`src/rtl/unibus_pkg.sv`:
```
// Shared types and helpers for the Unibus bus-request arbiter.
// Optional HLTRQ/HLTGR support in the top level is enabled by `define ARB_HLTGR_EN.
package unibus_pkg;

    // Lowest BR level the arbiter serves. BR levels run from 7 down to this one.
    localparam int BR_LEVEL_LO = 4;

    typedef enum logic [1:0] {
        IDLE,
        GRANT,
        ACKED
    } state_e;

    typedef enum logic [2:0] {
        SEL_NONE,
        SEL_HLT,
        SEL_NPR,
        SEL_BR7,
        SEL_BR6,
        SEL_BR5,
        SEL_BR4
    } sel_e;

    // Synchronized requests, active high.
    typedef struct packed {
        logic                 hlt;
        logic                 npr;
        logic [7:BR_LEVEL_LO] br;
    } req_t;

    // A BR level may interrupt only when it is strictly above the processor priority.
    function automatic logic br_above(input int level, input logic [2:0] pri);
        return level > int'(pri);
    endfunction

    // Fixed priority: HLT, NPR, BR7, BR6, BR5, BR4.
    // BR levels also need an instruction boundary.
    function automatic sel_e pick_winner(input req_t req, input logic [2:0] cpu_pri,
                                         input logic inst_bound);
        if (req.hlt)                          return SEL_HLT;
        if (req.npr)                          return SEL_NPR;
        if (!inst_bound)                      return SEL_NONE;
        if (req.br[7] && br_above(7, cpu_pri)) return SEL_BR7;
        if (req.br[6] && br_above(6, cpu_pri)) return SEL_BR6;
        if (req.br[5] && br_above(5, cpu_pri)) return SEL_BR5;
        if (req.br[4] && br_above(4, cpu_pri)) return SEL_BR4;
        return SEL_NONE;
    endfunction

    // Reports whether the request behind a latched selection is still asserted.
    function automatic logic request_of(input sel_e sel, input req_t req);
        case (sel)
            SEL_HLT: return req.hlt;
            SEL_NPR: return req.npr;
            SEL_BR7: return req.br[7];
            SEL_BR6: return req.br[6];
            SEL_BR5: return req.br[5];
            SEL_BR4: return req.br[4];
            default: return 1'b0;
        endcase
    endfunction

endpackage

```
`src/rtl/unibus_sync.sv`:
```
// N-bit, SYNC_STAGES-deep synchronizer for active-low bus lines.
// Reset value is all ones, so every line reads as negated.
module unibus_sync #(
    parameter int N           = 1,
    parameter int SYNC_STAGES = 2
) (
    input  logic         clk_i,
    input  logic         rst_i,
    input  logic [N-1:0] d_i,
    output logic [N-1:0] q_o
);

    logic [N-1:0] stage_q [SYNC_STAGES];

    // Shift the raw lines through the flop chain; reset loads the negated level.
    always_ff @(posedge clk_i) begin
        // NOTE: this is a short flop chain, not a RAM, so each stage is reset; without it a
        // powered-up stage could read as an asserted request for the first few clocks.
        if (rst_i) begin
            for (int s = 0; s < SYNC_STAGES; s++) begin
                // NOTE: clocked state uses <= so every stage samples its neighbour's old value.
                stage_q[s] <= '1;
            end
        end else begin
            stage_q[0] <= d_i;
            for (int s = 1; s < SYNC_STAGES; s++) begin
                stage_q[s] <= stage_q[s-1];
            end
        end
    end

    assign q_o = stage_q[SYNC_STAGES-1];

endmodule

```
`src/rtl/unibus_arbiter.sv`:
```
// Central Unibus bus-request arbiter. It grants NPR and BR7..BR4 one at a time,
// completes the SACK handshake, and withdraws a grant that is never acknowledged.
// Define ARB_HLTGR_EN to add HLTRQ/HLTGR. HLTRQ then ranks above NPR.
// SACK_TIMEOUT must be >= 2 and SYNC_STAGES >= 1.
module unibus_arbiter
    import unibus_pkg::*;
#(
    parameter int SACK_TIMEOUT = 500,
    parameter int SYNC_STAGES  = 2
) (
    input  logic       CLOCK,
    input  logic       RESET,
    input  logic [2:0] cpu_pri,
    input  logic       inst_bound,
    input  logic [7:4] bus_br_in_l,
    input  logic       bus_npr_in_l,
    input  logic       bus_sack_in_l,
    input  logic       bus_init_in_l,
`ifdef ARB_HLTGR_EN
    input  logic       bus_hltrq_in_l,
    output logic       bus_hltgr_out_h,
`endif
    output logic [7:4] bus_bg_out_h,
    output logic       bus_npg_out_h,
    output logic       arb_busy,
    output logic       grant_timeout
);

    localparam int CNT_W = $clog2(SACK_TIMEOUT);
    localparam logic [CNT_W-1:0] CNT_LAST = CNT_W'(SACK_TIMEOUT - 1);

`ifdef ARB_HLTGR_EN
    localparam int NSYNC = 8;
`else
    localparam int NSYNC = 7;
`endif

    logic [NSYNC-1:0] raw_l;
    logic [NSYNC-1:0] sync_l;
    req_t             req;
    logic             sack;
    logic             init;
    sel_e             winner;

    state_e           state_q, state_d;
    sel_e             sel_q, sel_d;
    logic [CNT_W-1:0] cnt_q, cnt_d;
    logic             timeout_q, timeout_d;

    // All asynchronous bus lines share one synchronizer bundle.
    // Bits [3:0] are BR4..BR7, then NPR, SACK, INIT, and HLTRQ when enabled.
`ifdef ARB_HLTGR_EN
    assign raw_l = {bus_hltrq_in_l, bus_init_in_l, bus_sack_in_l, bus_npr_in_l, bus_br_in_l};
`else
    assign raw_l = {bus_init_in_l, bus_sack_in_l, bus_npr_in_l, bus_br_in_l};
`endif

    unibus_sync #(
        .N           (NSYNC),
        .SYNC_STAGES (SYNC_STAGES)
    ) u_sync (
        .clk_i (CLOCK),
        .rst_i (RESET),
        .d_i   (raw_l),
        .q_o   (sync_l)
    );

    assign req.br  = ~sync_l[3:0];
    assign req.npr = ~sync_l[4];
    assign sack    = ~sync_l[5];
    assign init    = ~sync_l[6];
`ifdef ARB_HLTGR_EN
    assign req.hlt = ~sync_l[7];
`else
    assign req.hlt = 1'b0;
`endif

    assign winner = pick_winner(req, cpu_pri, inst_bound);

    // State register: FSM state, latched winner, SACK-wait counter and timeout pulse.
    always_ff @(posedge CLOCK) begin
        if (RESET) begin
            state_q   <= IDLE;
            sel_q     <= SEL_NONE;
            cnt_q     <= '0;
            timeout_q <= 1'b0;
        end else begin
            state_q   <= state_d;
            sel_q     <= sel_d;
            cnt_q     <= cnt_d;
            timeout_q <= timeout_d;
        end
    end

    // Next-state logic: arbitrate in IDLE, then run the grant/SACK handshake with its timeout.
    always_comb begin
        // NOTE: every output of this block is given a default first, so no path leaves one
        // unassigned and no latch is inferred.
        state_d   = state_q;
        sel_d     = sel_q;
        cnt_d     = cnt_q;
        timeout_d = 1'b0;

        if (init) begin
            // Bus INIT aborts any transaction quietly, even mid-grant.
            state_d = IDLE;
            sel_d   = SEL_NONE;
            cnt_d   = '0;
        end else begin
            case (state_q)
                IDLE: begin
                    if (!sack && winner != SEL_NONE) begin
                        state_d = GRANT;
                        sel_d   = winner;
                        cnt_d   = '0;
                    end
                end
                GRANT: begin
                    cnt_d = cnt_q + 1'b1;
                    // SACK wins over a simultaneous release or timeout.
                    if (sack) begin
                        state_d = ACKED;
                    end else if (!request_of(sel_q, req)) begin
                        state_d = IDLE;
                    end else if (cnt_q == CNT_LAST) begin
                        state_d   = IDLE;
                        timeout_d = 1'b1;
                    end
                end
                ACKED: begin
                    // The next arbitration may overlap the new master's BBSY tenure.
                    if (!sack) begin
                        state_d = IDLE;
                    end
                end
                default: begin
                    state_d = IDLE;
                end
            endcase
        end
    end

    // Output decode: drive the single grant line selected by the latched winner, from registers only.
    always_comb begin
        bus_bg_out_h  = '0;
        bus_npg_out_h = 1'b0;
`ifdef ARB_HLTGR_EN
        bus_hltgr_out_h = 1'b0;
`endif
        if (state_q == GRANT) begin
            case (sel_q)
`ifdef ARB_HLTGR_EN
                SEL_HLT: bus_hltgr_out_h = 1'b1;
`endif
                SEL_NPR: bus_npg_out_h   = 1'b1;
                SEL_BR7: bus_bg_out_h[7] = 1'b1;
                SEL_BR6: bus_bg_out_h[6] = 1'b1;
                SEL_BR5: bus_bg_out_h[5] = 1'b1;
                SEL_BR4: bus_bg_out_h[4] = 1'b1;
                default: ;
            endcase
        end
    end

    assign arb_busy      = (state_q != IDLE);
    assign grant_timeout = timeout_q;

endmodule

```
`config.mk`:
```
export PLATFORM = sky130hd
export DESIGN_NAME = unibus_arbiter
export DESIGN_NICKNAME = d
export VERILOG_FILES = /design/src/rtl/unibus_pkg.sv /design/src/rtl/unibus_sync.sv /design/src/rtl/unibus_arbiter.sv
export SDC_FILE = /design/constraint.sdc
export NUM_CORES = 1
export LEC_CHECK = 0
export ABC_AREA = 1
export CELL_PAD_IN_SITES_DETAIL_PLACEMENT = 0
export CELL_PAD_IN_SITES_GLOBAL_PLACEMENT = 1
export CORE_ASPECT_RATIO = 1.5
export CORE_MARGIN = 2
export CORE_UTILIZATION = 30
export DETAILED_ROUTE_END_ITERATION = 10
export DONT_BUFFER_PORTS = 1
export HOLD_SLACK_MARGIN = 0.15
export PLACE_DENSITY_LB_ADDON = 0.3
export SLEW_MARGIN = 20
export SYNTH_ARGS = -nofsm -noshare
export SYNTH_HDL_FRONTEND = slang
export SYNTH_SLANG_ARGS = --single-unit
```
`constraint.sdc`:
```
create_clock -name CLOCK -period 2.2 [get_ports CLOCK]
set_clock_uncertainty 0.15 [all_clocks]
set_input_delay 0.22 -clock CLOCK [delete_from_list [all_inputs] [get_ports CLOCK]]
set_output_delay 0.22 -clock CLOCK [all_outputs]
set_load 0.05 [all_outputs]
```
* Word-level counts from Yosys, hierarchy flattened *
Memories as Yosys holds them, arrays and structs flattened.
Index checks and enable logic that the tools add are counted.

word-level totals
  bits in registers = 15
  bits in writable memories = 14
  input port bits = 13
  output and inout port bits = 7
  memories = 1
  logic and storage cells = 101

cells by class
  mux-type cells = 58
  bitwise gates (word level) = 8
  add/sub/neg operators = 1
  reductions and logical operators = 14
  equal/unequal tests = 11
  magnitude comparators = 4

memories
  name            depth  width  rd ports  clocked after Yosys merged registers in  wr ports  line               source
  u_sync.stage_q  2      7      2         0                                        2         unibus_sync.sv:13  logic [N-1:0] stage_q [SYNC_STAGES];

operators by type and width
  operator                                        count
  two-way mux 3 bit                               13
  two-way mux 1 bit                               33
  case mux 9 bit (2 select lines)                 1
  two-way mux 7 bit                               2
  > comparator 3 bit (first input constant)       4
  two-way mux 2 bit                               5
  adder 9 x 1 -> 9 bit (second input constant)    1
  == test 3 bit (second input constant)           3
  == test 9 bit (second input constant)           1
  two-way mux 9 bit                               1
  == test 3 x 2 -> 1 bit (second input constant)  2
  case mux 2 bit (3 select lines)                 1
  logical AND 1 bit                               5
  NOT 1 bit                                       5
  case mux 1 bit (5 select lines)                 1
  OR reduction 5 bit                              1
  two-way mux 4 bit                               1
  != test 2 bit (second input constant)           2
  != test 4 bit (second input constant)           1
  NOT 4 bit                                       1
  AND reduction 2 bit                             2
  nonzero test 2 bit                              2
  AND reduction 3 bit                             1
  nonzero test 3 bit                              1
  5 further kinds                                 6

* Depth between registers and ports, before layout *
Gate-level depths: netlist of run 1.
An unclocked memory read counts as a cell.

  depth in word-level cells = 28
  gate-level depth with buffers = 9
  depth with buffers taken out = 9

* Modules after synthesis *
A second synthesis of run 1 with hierarchy kept.

unflattened totals
  cells, all modules = 194
  area, all modules = 1393.8 um^2

by module, submodules not included
  module          cells an instance  instances  area an instance (um^2)  seq. area each (um^2)
  unibus_arbiter  143                1          940.9                    300.3
  unibus_sync     51                 1          452.9                    280.3

* Worst setup path after synthesis of run 1 *
OpenSTA, ideal clock, no wires.

  kind = reg-to-output
  from = register state_q[0]
  to = output bus_bg_out_h[6] in the netlist's numbering
  data required time = 1.830 ns
  path buffers = 1
  cell stages (with the launch flop) = 6
  path slack = -0.538 ns
  arrival time = 2.368 ns
  path through = dfxtp_1 inv_1 nor2_2 inv_2 buf_2 nor4_1

between the ends
  longest elaborated chain between the ends = 2

RTL lines
  element                   line                   source
  start: declaration        unibus_arbiter.sv:45   state_e state_q, state_d;
  start signal: assignment  unibus_arbiter.sv:88   state_q <= state_d;
  == test 2 x 1 -> 1 bit    unibus_arbiter.sv:150  if (state_q == GRANT) begin
  two-way mux 4 bit         unibus_arbiter.sv:150
  end: declaration          unibus_arbiter.sv:23   output logic [7:4] bus_bg_out_h,

No other way between the ends.

* Final worst setup path of run 1 *
  from = register sel_q[0]
  to = output bus_bg_out_h[7] in the netlist's numbering

between the ends
  longest elaborated chain between the ends = 3

RTL lines
  element                   line                   source
  start: declaration        unibus_arbiter.sv:46   sel_e sel_q, sel_d;
  start signal: assignment  unibus_arbiter.sv:89   sel_q <= sel_d;
  == test 3 x 2 -> 1 bit    unibus_arbiter.sv:151  case (sel_q)
  two-way mux 1 bit         unibus_arbiter.sv:151
  two-way mux 4 bit         unibus_arbiter.sv:150

No other way between the ends.

==> results of run 1 <==
[power groups by stage]
stage / registers (mW) / logic, mW / clock network [mW]
2_1_floorplan: 0.563 / 0.0826 / 0
3_3_place_gp: 0.566 / 0.0924 / 0
3_5_place_dp: 0.567 / 0.0934 / 0
4_1_cts: 0.555 / 0.113 / 0.583
5_1_grt: 0.557 / 0.126 / 0.607
6_report: 0.555 / 0.112 / 0.571
[placed cells by master, fill, tap and decap left out, drive strengths merged]
| master | count |
|---|---|
| o22ai | 1 |
| nor2 | 15 |
| nor3 | 1 |
| nand2 | 26 |
| a31o | 1 |
| nand3 | 16 |
| bufinv | 1 |
| clkinvlp | 1 |
| a21oi | 17 |
| nor4 | 3 |
| ha | 1 |
| dfxtp | 29 |
| dlygate4sd3 | 13 |
| o21ai | 11 |
| clkbuf | 6 |
| or2 | 14 |
| buf | 6 |
| o21bai | 1 |
| inv | 23 |
| nand4 | 6 |
| nor3b | 1 |
[routing by layer]
layer | share of wire | track usage | vias to the layer above
met3 | 0.042 | 0.0437 | 9
met4 | 0.032 | 0.0761 | 0
li1 | - | - | 599
met2 | 0.54 | 0.215 | 27
met1 | 0.39 | 0.132 | 538
met5 | 0 | 0 | -
[how the worst max path moves through the flow]
stage	endpoint	slack (ns)	cells after the start
6_report	bus_bg_out_h[7]	0.45	3
5_1_grt	bus_bg_out_h[6]	0.30	5
4_1_cts	bus_bg_out_h[7]	0.44	3
3_5_place_dp	cnt_q[8]	0.59	9
3_3_place_gp	cnt_q[8]	0.66	9
2_1_floorplan	bus_bg_out_h[6]	-0.54	5
[worst max-delay path: cells and delay by family (launching register included)]
kind,cells,cell delay [ns]
simple gates,1,0.27
buf+inv,2,0.37
flops,1,0.46
[through the flow]
step                      std cells  setup TNS (ns)  hold slack (ns)
after floorplan                 170           -1.61            0.174
after global placement          218               0            0.174
after detailed placement        218               0            0.176
after CTS                       239               0            0.189
after global routing            239               0            0.267
final                           239               0            0.184
[registers in the layout, indices dropped and copies added (netlist names)]
| register | cells |
|---|---|
| sel_q | 3 |
| u_sync.stage_q | 14 |
| state_q | 2 |
| grant_timeout | 1 |
| cnt_q | 9 |
[area by class of cell]
type                       instances  share of cell area
clock inverter                     2              0.0223
clock buffer                       6              0.0490
inverter                          23              0.0512
sequential                        29               0.344
timing repair buffer              19               0.104
multi-input combinational        114               0.395
tap                               46              0.0341
[logic make-up after synthesis]
kind of cell | count (synthesis)
adder cells (fa/ha/maj) | 1
buffers and inverters | 27
AND/OR/NAND/NOR | 82
AO/OA/AOI/OAI | 31
flip-flops | 29
==> results, run 1 <==
- The internal power is 0.956 mW.
- The origin of the worst min-delay path is inst_bound.
- Of the total power, registers draw 0.448.
- The share of total power in the clock network is 0.461.
- After synthesis, the largest family of logic cells by area is simple AND/OR/NAND/NOR gates.
- In this run, post-CTS repair resized a total of 0 instances.
- The share of the synthesized netlist area taken by xor and xnor gates is 0.
- The largest area contributor in the netlist is dfxtp_1.
- The smallest clock period supported by the final layout is computed as between 1.5 and 2 ns.
- In the finished design, the share of the clock period the worst path needs comes to 0.795.
- The max-slew violation count is 0.
- IR analysis of the VDD net gives a maximum drop of 0.396 mV.
- After synthesis, the most frequently instantiated cells are dfxtp_1 (29), nand2_1 (23), inv_1 (22), nor2_1 (14), or2_2 (14).
- The global-route wire length before repair is 4.82 mm.
- The number of max-cap violations is 0.
- In this run the power density over the cells is ~730 mW/mm^2.
- The clock edge transition at the registers on the reported setup and hold paths is approximately 0.070 ns.
- The DRC violation count after routing is 0.
- The worst path arrival time is 1.38 ns.
- The worst hold path terminates at sel_q[0].
- The antenna diode count is 0.
- For the pin with the worst max-slew slack, the measured transition is 0.517 ns.
- The highest fanout seen on the critical path is 6.
- The total leakage power is 0.693 nW.
- The portion of the post-synthesis area used by sequential elements is 0.434.
- The critical path is of the register to output pin type.
- The worst reg-to-reg setup slack is around 0.54 ns.
- The root buffer cell chosen for the clock tree is clkbuf_8.
- The layout filler cell count is about 430.
- The run finished with clean final reports.
- Measured on the finished design, the core utilization comes to 0.397.
- The net count after synthesis is 184.
- The synthesized netlist occupies a cell area of 0.00134 mm^2.
- The overall fraction of global-route tracks in use is 0.127.
- The share of the synthesized area in compound gates (AO/OA/AOI/OAI) came to 0.152.
- The congestion estimate from routability-driven global placement came to between 0.8 and 0.9.
- The leftover overflow at the end of global routing is 0.
- The post-detailed-placement cell area is around 0.0014 mm^2.
- In the synthesized netlist the dominant register cell turns out to be dfxtp_1.
- The sequential cells in the finished layout cover a total of 581 um^2.
- Once detailed placement completed, the half-perimeter wirelength came to 2.05 mm.
- The clock insertion delay at the later pin of the skew report is 0.28 ns.
- The worst setup slack after placement is around 0.6 ns.
- Ranked by total cell area, the synthesized netlist is headed by dfxtp_1 (43%), or2_2 (6.5%), nand2_1 (6.5%), inv_1 (6.2%), a21oi_2 (4.6%).
- The total power consumption of the routed design is 1.24 mW.
- The number of global-route vias before repair is approximately 1100.
- Counting the buffers created by CTS gives 5.
- The arithmetic-cell share of the synthesized area counting full adders, half adders and majority gates is 0.00935.
- The antenna violation net count after detailed routing is 0.
- Of the total synthesized cell area, the portion taken by AND, OR, NAND and NOR gates is 0.322.
- Yosys mapped a number of flops with a built-in enable equal to 0.
- The final wirelength is 2.80 mm.
- At the worst endpoint, the required time is 1.83 ns.
- The synthesized netlist contains 26 unique library cells.
- The effective utilization at floorplan is 0.315.
- CTS built an H-tree with a depth of 2.
- The die covers 0.00502 mm^2.
- The number of warnings printed during yosys synthesis is 0.
- After synthesis the netlist holds a flip-flop and latch count of 29.
- The kind of launch point of the worst setup path is a register.
- The number of cells on the worst hold path is 6.
- The dominant cell by count in the synthesized netlist is dfxtp_1.
- The initial antenna violation count was 0.
- The tightest min-delay check is of the input port to register type.
- The length of the first detailed-routing pass in iterations is 4.
- The multi-input logic area is 666 um^2.
- After technology mapping, the gate count stands at 170.
- The clock passes through at most 2 buffers.
- For this block, the via count after detailed routing is 1173.
- TritonCTS built the clock tree.
- The finished cells cover 0.00169 mm^2.
- The placement row count is 29.
- Setup repair after global routing left no endpoint under its margin.
- The post-synthesis async set-or-reset flop share is 0.
- The core region is 0.00425 mm^2.
- Entering global routing, the biggest net connects 18 pins.
- In the routed layout, each cell is associated on average with a via count of 4.91.
- The final-report setup violation count is 0.
- The area overhead of the layout relative to synthesis is 26.0%.
- The floorplan step set the die height to 85.8 um.
- The endpoint kind of the worst setup timing path is an output pin.
- Averaged over all synthesized cells, the footprint is 7.87 um^2.
- The area fraction of the dominant cell type after synthesis is 0.434.
- The first routing iteration left 57 violations.
- Of the total power, combinational logic draws 0.090.
- The top-level port count is 20.
- Of the total power, the share spent switching nets is 0.228.
- The portion of netlist area occupied by mux cells is 0.
- The power spent charging and discharging nets is 0.282 mW.
- On the critical path, the stage with the largest delay is an instance of dfxtp_1.
- The horizontal extent of the die is 58.5 um.
- The net count of the finished layout is ~210.
- In this run the tightest slew margin relative to its limit is 0.655.
- The final setup slack of the worst path is 0.451 ns.
- The clock net sink count is 29.
- The critical path goes through inv_1, nor4_2, buf_4.
- For this run, the slowest stage of the critical path takes between 0.4 and 0.5 ns.
- In the final layout, the share of cells above drive strength 1 is 0.269.
- In this run the critical register-to-register path is launched from cnt_q[0].
- The number of hold-slack violations in the final timing report is 0.
- Measured in cells, the most critical reg-to-reg path has a length of 9.
- The total setup buffers inserted after CTS is 0.
- Based on the critical path, the design can be clocked at up to 0.572 GHz.
- Hold repair after CTS inserted 13 buffers.
- In this run the critical register-to-register path is captured at cnt_q[8].
- The launching instance or port of the critical path is sel_q[0].
- The average wire per standard cell is 11.7 um.
- The number of port buffers is 0.
No activity file was read; power rests on OpenSTA's default activity.
==> run 2, diff against run 1 <==
clock period = 1.5 ns   (was 2.2 ns; I/O delays follow)
==> run 2 against run 1 <==
The flow now finishes with violations (setup timing). Sequential power up 46%. Clock power up 47%. Worst setup slack worse by 0.54 ns. Total power up 57%.
==> results, run 2 (synthesis gave the netlist of run 1 again) <==
- The number of levels in the clock H-tree is 2 (unchanged).
- The endpoint kind of the worst setup timing path is an output pin.
- The highest fanout seen on the critical path was 6 (unchanged).
- The effective utilization at floorplan was 0.315 (unchanged).
- The max-slew violation count is 0 (unchanged).
- The initial antenna violation count was 0 (unchanged).
- The per-cell via count in the routed design is 4.90 (-0.19%).
- The run finished, with violations left.
- The worst reg-to-reg setup slack came to -0.01 ns (-0.55 ns).
- The net count reported at finish is 233 (+13%).
- The number of port buffers is 0 (unchanged).
- In the final layout, the registers with the most flip-flops are u_sync.stage_q x14, cnt_q x9, sel_q x3.
- STA classifies the critical path startpoint as a register.
- The overall fraction of global-route tracks in use was 0.147 (+0.0196).
- The placed wire-length estimate is 2.20 mm (+7.3%).
- The antenna violation net count after detailed routing is 0 (unchanged).
- The fraction of final layout cells with drive strength greater than 1 was 0.473 (+0.203).
- The share of the cycle needed by the critical path after routing is 1.06.
- The final wirelength was 3.38 mm (+21%).
- In this run the worst setup path begins at state_q[0].
- The y dimension of the die was 85.8 um (unchanged).
- The via count came to 1303 (+11%).
- The area overhead of the layout relative to synthesis is 58.5%.
- The post-route minimum period is 1.59 ns.
- The final reports fail on setup timing.
- The placement row count is 29 (unchanged).
- The antenna diode count is 0 (unchanged).
- The number of standard cells in the layout, taps in and fillers out came to 266 (+11%).
- The end-of-flow core utilization is 0.499 (+0.102).
- The total power consumption of the routed design is 1.94 mW (+57%).
- The min-delay analysis places its worst path in the category input port to register.
- The final weighted congestion of routability-driven global placement is 0.786 (-1.9%).
- The number of design-rule violations left by the first detailed-router iteration is 17 (-70%).
- The final-report setup violation count is 6 (+6).
- The cell total after placement is 236 (+8.3%).
- The library cell used most frequently in the layout, excluding fill and tap cells, is buf_4.
- Setup repair after global routing could not meet its margin everywhere.
- The headroom to the max-slew limit came to 0.671 (+0.0162).
- The power density relative to cell area was 914 mW/mm^2 (+24%).
- Clock tree synthesis selected as its root buffer the cell clkbuf_8.
- Following the worst setup path forward leads to its endpoint at bus_bg_out_h[6].
- The cell depth of the worst flop-to-flop path came to 9 (unchanged).
- The average wire per standard cell came to 12.7 um (+8.5%).
- The worst hold slack is 0.169 ns (-0.0150 ns).
- The register with the most flip-flops in the final layout is u_sync.stage_q.
- The area of the die is 0.00502 mm^2 (unchanged).
- TritonCTS built the clock tree.
- The largest buffer count on any clock path is 2 (unchanged).
- The clock net sink count is 29 (unchanged).
- The number of max-cap violations came to 0 (unchanged).
- The core area was 0.00425 mm^2 (unchanged).
- The leftover overflow at the end of global routing came to 0 (unchanged).
- The total leakage power is 0.855 nW (+23%).
- The slew at the pin closest to its max-slew limit is 0.493 ns (-0.0238 ns).
- The required time of the critical path is 1.20 ns (-0.63 ns).
- The length of the first detailed-routing pass in iterations was 4 (unchanged).
- The number of global-route vias before repair is 1315 (+15%).
- The global-route wire length before repair is 5.63 mm (+17%).
- The horizontal extent of the die is 58.5 um (unchanged).
- The top-level port count is 20 (unchanged).
- Static timing analysis puts the maximum clock frequency at 0.629 GHz.
- The start-to-end type of the worst setup path is register to output pin.
- The library cells used most frequently in the layout, excluding fill and tap cells, are buf_4 (22), nand2_1 (20), dfxtp_1 (20).
- The clock edge transition at the registers on the reported setup and hold paths was 0.06 ns (about the same).
- The largest net degree at the start of global routing is 13 (-5).
- The final setup slack of the worst path is -0.0894 ns (-0.540 ns).
- The worst path arrival time is 1.29 ns (-0.09 ns).
- The startpoint identified for the worst register-to-register timing path is u_sync.stage_q[0][8].
- The clock insertion delay at the later pin of the skew report came to 0.28 ns (about the same).
- The peak ir drop on the vdd network came to 0.744 mV (+88%).
- In this run the critical register-to-register path is captured at cnt_q[2].
- The number of flip-flops in the largest register came to 14 (unchanged).
- The number of hold-slack violations in the final timing report is 0 (unchanged).
- The number of buffers created by CTS came to 5 (unchanged).
- The DRC violation count after routing was 0 (unchanged).
-- run 2: cell count changes in the layout (fill, tap and decap cells not counted), sizes merged --
cell,change
clkinvlp,+1
clkbuf,+1
buf,+25
dlymetal6s4s,+1
inv,-1
-- run 2: worst min path at each step --
stage                                end            from  depth (start not counted)
detailed placement  u_sync.stage_q[0][4]    bus_npr_in_l                          1
finish                          sel_q[1]      cpu_pri[2]                          7
CTS                             sel_q[1]      cpu_pri[2]                          7
global placement    u_sync.stage_q[0][5]   bus_sack_in_l                          1
global route                    sel_q[1]      cpu_pri[2]                          7
floorplan           u_sync.stage_q[0][0]  bus_br_in_l[4]                          1
-- run 2: power breakdown --
part           internal (mW)  switching, mW  total [mW]
Combinational          0.140          0.147       0.287
Clock                  0.539          0.299       0.839
Sequential             0.796         0.0167       0.812
Total                   1.47          0.463        1.94
-- run 2: critical path, cell delays in order (launching register included) --
cell and delay (ns):
dfxtp_2 0.33, inv_2 0.05, nor2_4 0.12, inv_4 0.08, nor4_4 0.26, buf_12 0.18
-- run 2: final cells by class --
type / count / area (um^2)
Clock buffer: 6 / 82.6
Clock inverter: 2 / 37.5
Sequential cell: 29 / 597
Fill cell: 402 / 2130
Timing Repair Buffer: 46 / 495
Multi-Input combinational cell: 114 / 754
Inverter: 23 / 95.1
Tap cell: 46 / 57.6
-- run 2: layer usage --
layer  global-route usage  part of all wire
met1                0.152              0.37
met2                0.267              0.58
met3               0.0332             0.028
met4               0.0719             0.015
met5                    0                 0
-- run 2: through the flow --
step | setup WS [ns] | cell area, um^2 | setup TNS [ns]
final | -0.0894 | 2120 | -0.326
after global routing | -0.179 | 2120 | -1.44
after CTS | -0.104 | 2030 | -0.353
after detailed placement | -0.00628 | 1690 | -0.00628
after global placement | 0.0295 | 1690 | 0
after floorplan | -0.190 | 1410 | -0.432
-- run 2: timing repair --
item / CTS / global route
hold endpoints to repair: 29 / 2
gates resized for setup: 12 / 23
buffers inserted: 5 / 2
setup endpoints to repair: 7 / 21
hold buffers: 15 / 1
pin swaps: 3 / 10
cloned: 0 / 1
==> run 3, diff against run 2 <==
DONT_BUFFER_PORTS = unset   (was 1)
==> run 3 against run 2 <==
Highest routed layer unchanged. Combinational power increased by 2%. Sequential cell count unchanged. Cell area about the same. The flow still finishes with violations (setup timing).
==> results, run 3 (synthesis gave the netlist of run 1 again) <==
- The share of the cycle needed by the critical path after routing came to 1.06 (+0.00393).
- The initial antenna violation count was 0 (unchanged).
- The fraction of final layout cells with drive strength greater than 1 is 0.509 (+0.0364).
- The number of cells on the worst hold path was 1 (-6).
- The cell depth of the worst flop-to-flop path is 9 (unchanged).
- The largest registers in the layout are u_sync.stage_q x14, cnt_q x9, sel_q x3.
- The worst reg-to-reg setup slack came to 0.01 ns (+0.02 ns).
- The top cell types in the final layout, fill and taps aside, are buf_4 (23), nand2_1 (19), dfxtp_1 (18).
- The number of port buffers is 19 (+19).
- The per-cell via count in the routed design is 4.82 (-1.5%).
- The leftover overflow at the end of global routing is 0 (unchanged).
- The delay of the slowest critical-path stage is 0.37 ns (+0.04 ns).
- The post-route minimum period is 1.60 ns (+0.00590 ns).
- The number of global-route vias before repair is 1280 (-2.7%).
- The placement row count is 29 (unchanged).
- The largest net degree at the start of global routing is 15 (+2).
- The cell total after placement is 250 (+5.9%).
- The final setup slack of the worst path is -0.0953 ns (-0.00590 ns).
- The length of the first detailed-routing pass in iterations is 4 (unchanged).
- The worst setup slack after placement was -0.422 ns (-0.415 ns).
- The part of the power in combinational logic was 0.161 (+0.013).
- The launching instance or port of the critical path is sel_q[0].
- The max-slew violation count is 0 (unchanged).
- The final reports fail on setup timing.
- The flow ran to the end, but the final reports show violations.
- The final-report setup violation count came to 5 (-1).
- The power spent charging and discharging nets is 0.453 mW (-2.1%).
- The number of hold-slack violations in the final timing report is 0 (unchanged).
- The highest fanout seen on the critical path is 5 (-1).
- The clock tree from TritonCTS is done.
- The startpoint identified for the worst register-to-register timing path is u_sync.stage_q[0][8].
- The area of the die is 0.00502 mm^2 (unchanged).
- Leaving out fill and tap cells, the most frequent cell in the layout is buf_4.
- The number of max-cap violations came to 0 (unchanged).
- The number of buffers created by CTS is 5 (unchanged).
- The number of levels in the clock H-tree is 2 (unchanged).
- The top-level port count is 20 (unchanged).
- The peak ir drop on the vdd network is 0.636 mV (-15%).
- The average wire per standard cell is 11.7 um (-8.0%).
- The power density relative to cell area is 854 mW/mm^2 (-6.6%).
- The overall fraction of global-route tracks in use is 0.139 (-0.00723).
- The via count is 1283 (-1.5%).
- The final wirelength came to 3.11 mm (-8.0%).
- The number of standard cells in the layout, taps in and fillers out is 266 (unchanged).
- The min-delay analysis places its worst path in the category register to register.
- The required time of the critical path came to 1.20 ns (about the same).
- The kind of launch point of the worst setup path is a register.
- The number of design-rule violations left by the first detailed-router iteration is 23 (+6).
- The clock net sink count is 29 (unchanged).
- The end-of-flow core utilization was 0.499 (about the same).
- The layout filler cell count is 398 (-1.0%).
- The highest achievable clock rate was 0.627 GHz (-0.37%).
- The DRC violation count after routing is 0 (unchanged).
- u_sync.stage_q holds more flip-flops than any other register.
- The library cell used as clock root buffer is clkbuf_8.
- The worst setup path is of the register to output pin kind.
- The effective utilization at floorplan is 0.315 (unchanged).
- The core area is 0.00425 mm^2 (unchanged).
- The antenna violation net count after detailed routing was 0 (unchanged).
- The horizontal extent of the die came to 58.5 um (unchanged).
- The worst path arrival time came to 1.30 ns (about the same).
- The clock insertion delay at the later pin of the skew report is 0.28 ns (about the same).
- The global-route wire length before repair came to 5.33 mm (-5.3%).
- The worst hold path terminates at u_sync.stage_q[0][10].
- The fraction of power consumed by sequential logic came to 0.449 (+0.030).
- The startpoint identified for the worst hold timing path is u_sync.stage_q[0][3].
- The internal power came to 1.36 mW (-8.1%).
- The headroom to the max-slew limit is 0.811 (+0.140).
- The placed wire-length estimate is 2.27 mm (+3.3%).
- The share of total power in the clock network came to 0.389 (-0.044).
- The library cell contributing the largest single delay on the critical path is dfxtp_4.
- The antenna diode count came to 0 (unchanged).
- The total negative slack is -0.286 ns (+0.0403 ns).
- The number of flip-flops in the largest register is 14 (unchanged).
- The clock edge transition at the registers on the reported setup and hold paths came to 0.06 ns (about the same).
- Setup repair after global routing could not meet its margin everywhere.
- The post-detailed-placement cell area is 0.00185 mm^2 (+9.5%).
- The largest buffer count on any clock path was 2 (unchanged).
- The slew at the pin closest to its max-slew limit is 0.281 ns (-0.212 ns).
- The total leakage power is 0.857 nW (+0.25%).
- The switching part of the total is 0.251 (+0.0116).
- Walking the worst path, the cells encountered are buf_4, nor4_4, buf_12.
- The y dimension of the die is 85.8 um (unchanged).
- The endpoint kind of the worst setup timing path is an output pin.
- The net count reported at finish is 233 (unchanged).
- The area overhead of the layout relative to synthesis is 58.4% (about the same).
- The final weighted congestion of routability-driven global placement came to 0.739 (-6.0%).
- The post-route cell area came to 0.00212 mm^2 (about the same).
- The capture instance of the worst register-to-register path is cnt_q[6].
## run 3: cell types whose count changed in the layout (fill, tap and decap cells not counted), moves of 3 or more
| cell | delta |
|---|---|
| dlygate4sd3_1 | -13 |
| dfxtp_2 | +3 |
| dlygate4sd2_1 | +3 |
| clkdlybuf4s50_1 | +9 |
| inv_2 | +3 |
## run 3: how the worst max path moves through the flow
stage / cells after the start / end / slack [ns]
floorplan: 5 / bus_bg_out_h[6] / -0.19
global placement: 10 / cnt_q[4] / -0.32
detailed placement: 10 / cnt_q[6] / -0.42
CTS: 5 / bus_bg_out_h[6] / -0.12
global route: 5 / bus_bg_out_h[6] / -0.20
finish: 3 / bus_bg_out_h[6] / -0.1
## run 3: worst max-delay path, delay by kind of cell (launching register included)
kind	cells	cell delay, ns
flops	1	0.37
buf+inv	2	0.33
simple gates	1	0.32
## run 3: layout make-up
class,count,area [um^2],area share
clock inverters,1,5.00,0.00236
flip-flops and latches,29,597,0.282
multi-input cells,114,777,0.367
repair buffers,46,497,0.234
inverters,23,88.8,0.0419
clock buffers,7,96.3,0.0455
well taps,46,57.6,0.0272
## run 3: per-stage QoR
| step | total power [mW] | hold WS [ns] |
|---|---|---|
| global route | 1.90 | 0.267 |
| finish | 1.81 | 0.256 |
| floorplan | 0.966 | 0.104 |
| detailed placement | 1.07 | 0.246 |
| CTS | 1.83 | 0.261 |
| global placement | 1.07 | 0.245 |
## run 3: per-layer routing
layer  wire length (um)  vias to the layer above  track usage
met5                  0                        -            0
met4                 57                        0       0.0655
met3                104                        7       0.0422
met2               1710                       23        0.249
met1               1240                      601        0.143
li1                   -                      652            -
## run 3: timing repair
| action | CTS | global route |
|---|---|---|
| cloned | 1 | 0 |
| endpoints found under the setup margin | 18 | 18 |
| pin swaps | 14 | 5 |
| endpoints found under the hold margin | 0 | 0 |
| buffers inserted | 8 | 1 |
| hold buffers | 0 | 0 |
| resized for setup | 22 | 22 |
## run 3: power by group through the flow
stage          Clock [mW]  Sequential (mW)  Combinational (mW)
3_5_place_dp            0            0.828               0.243
3_3_place_gp            0            0.828               0.239
6_report            0.705            0.813               0.292
5_1_grt             0.773            0.815               0.317
4_1_cts             0.735            0.811               0.283
2_1_floorplan           0            0.829               0.137
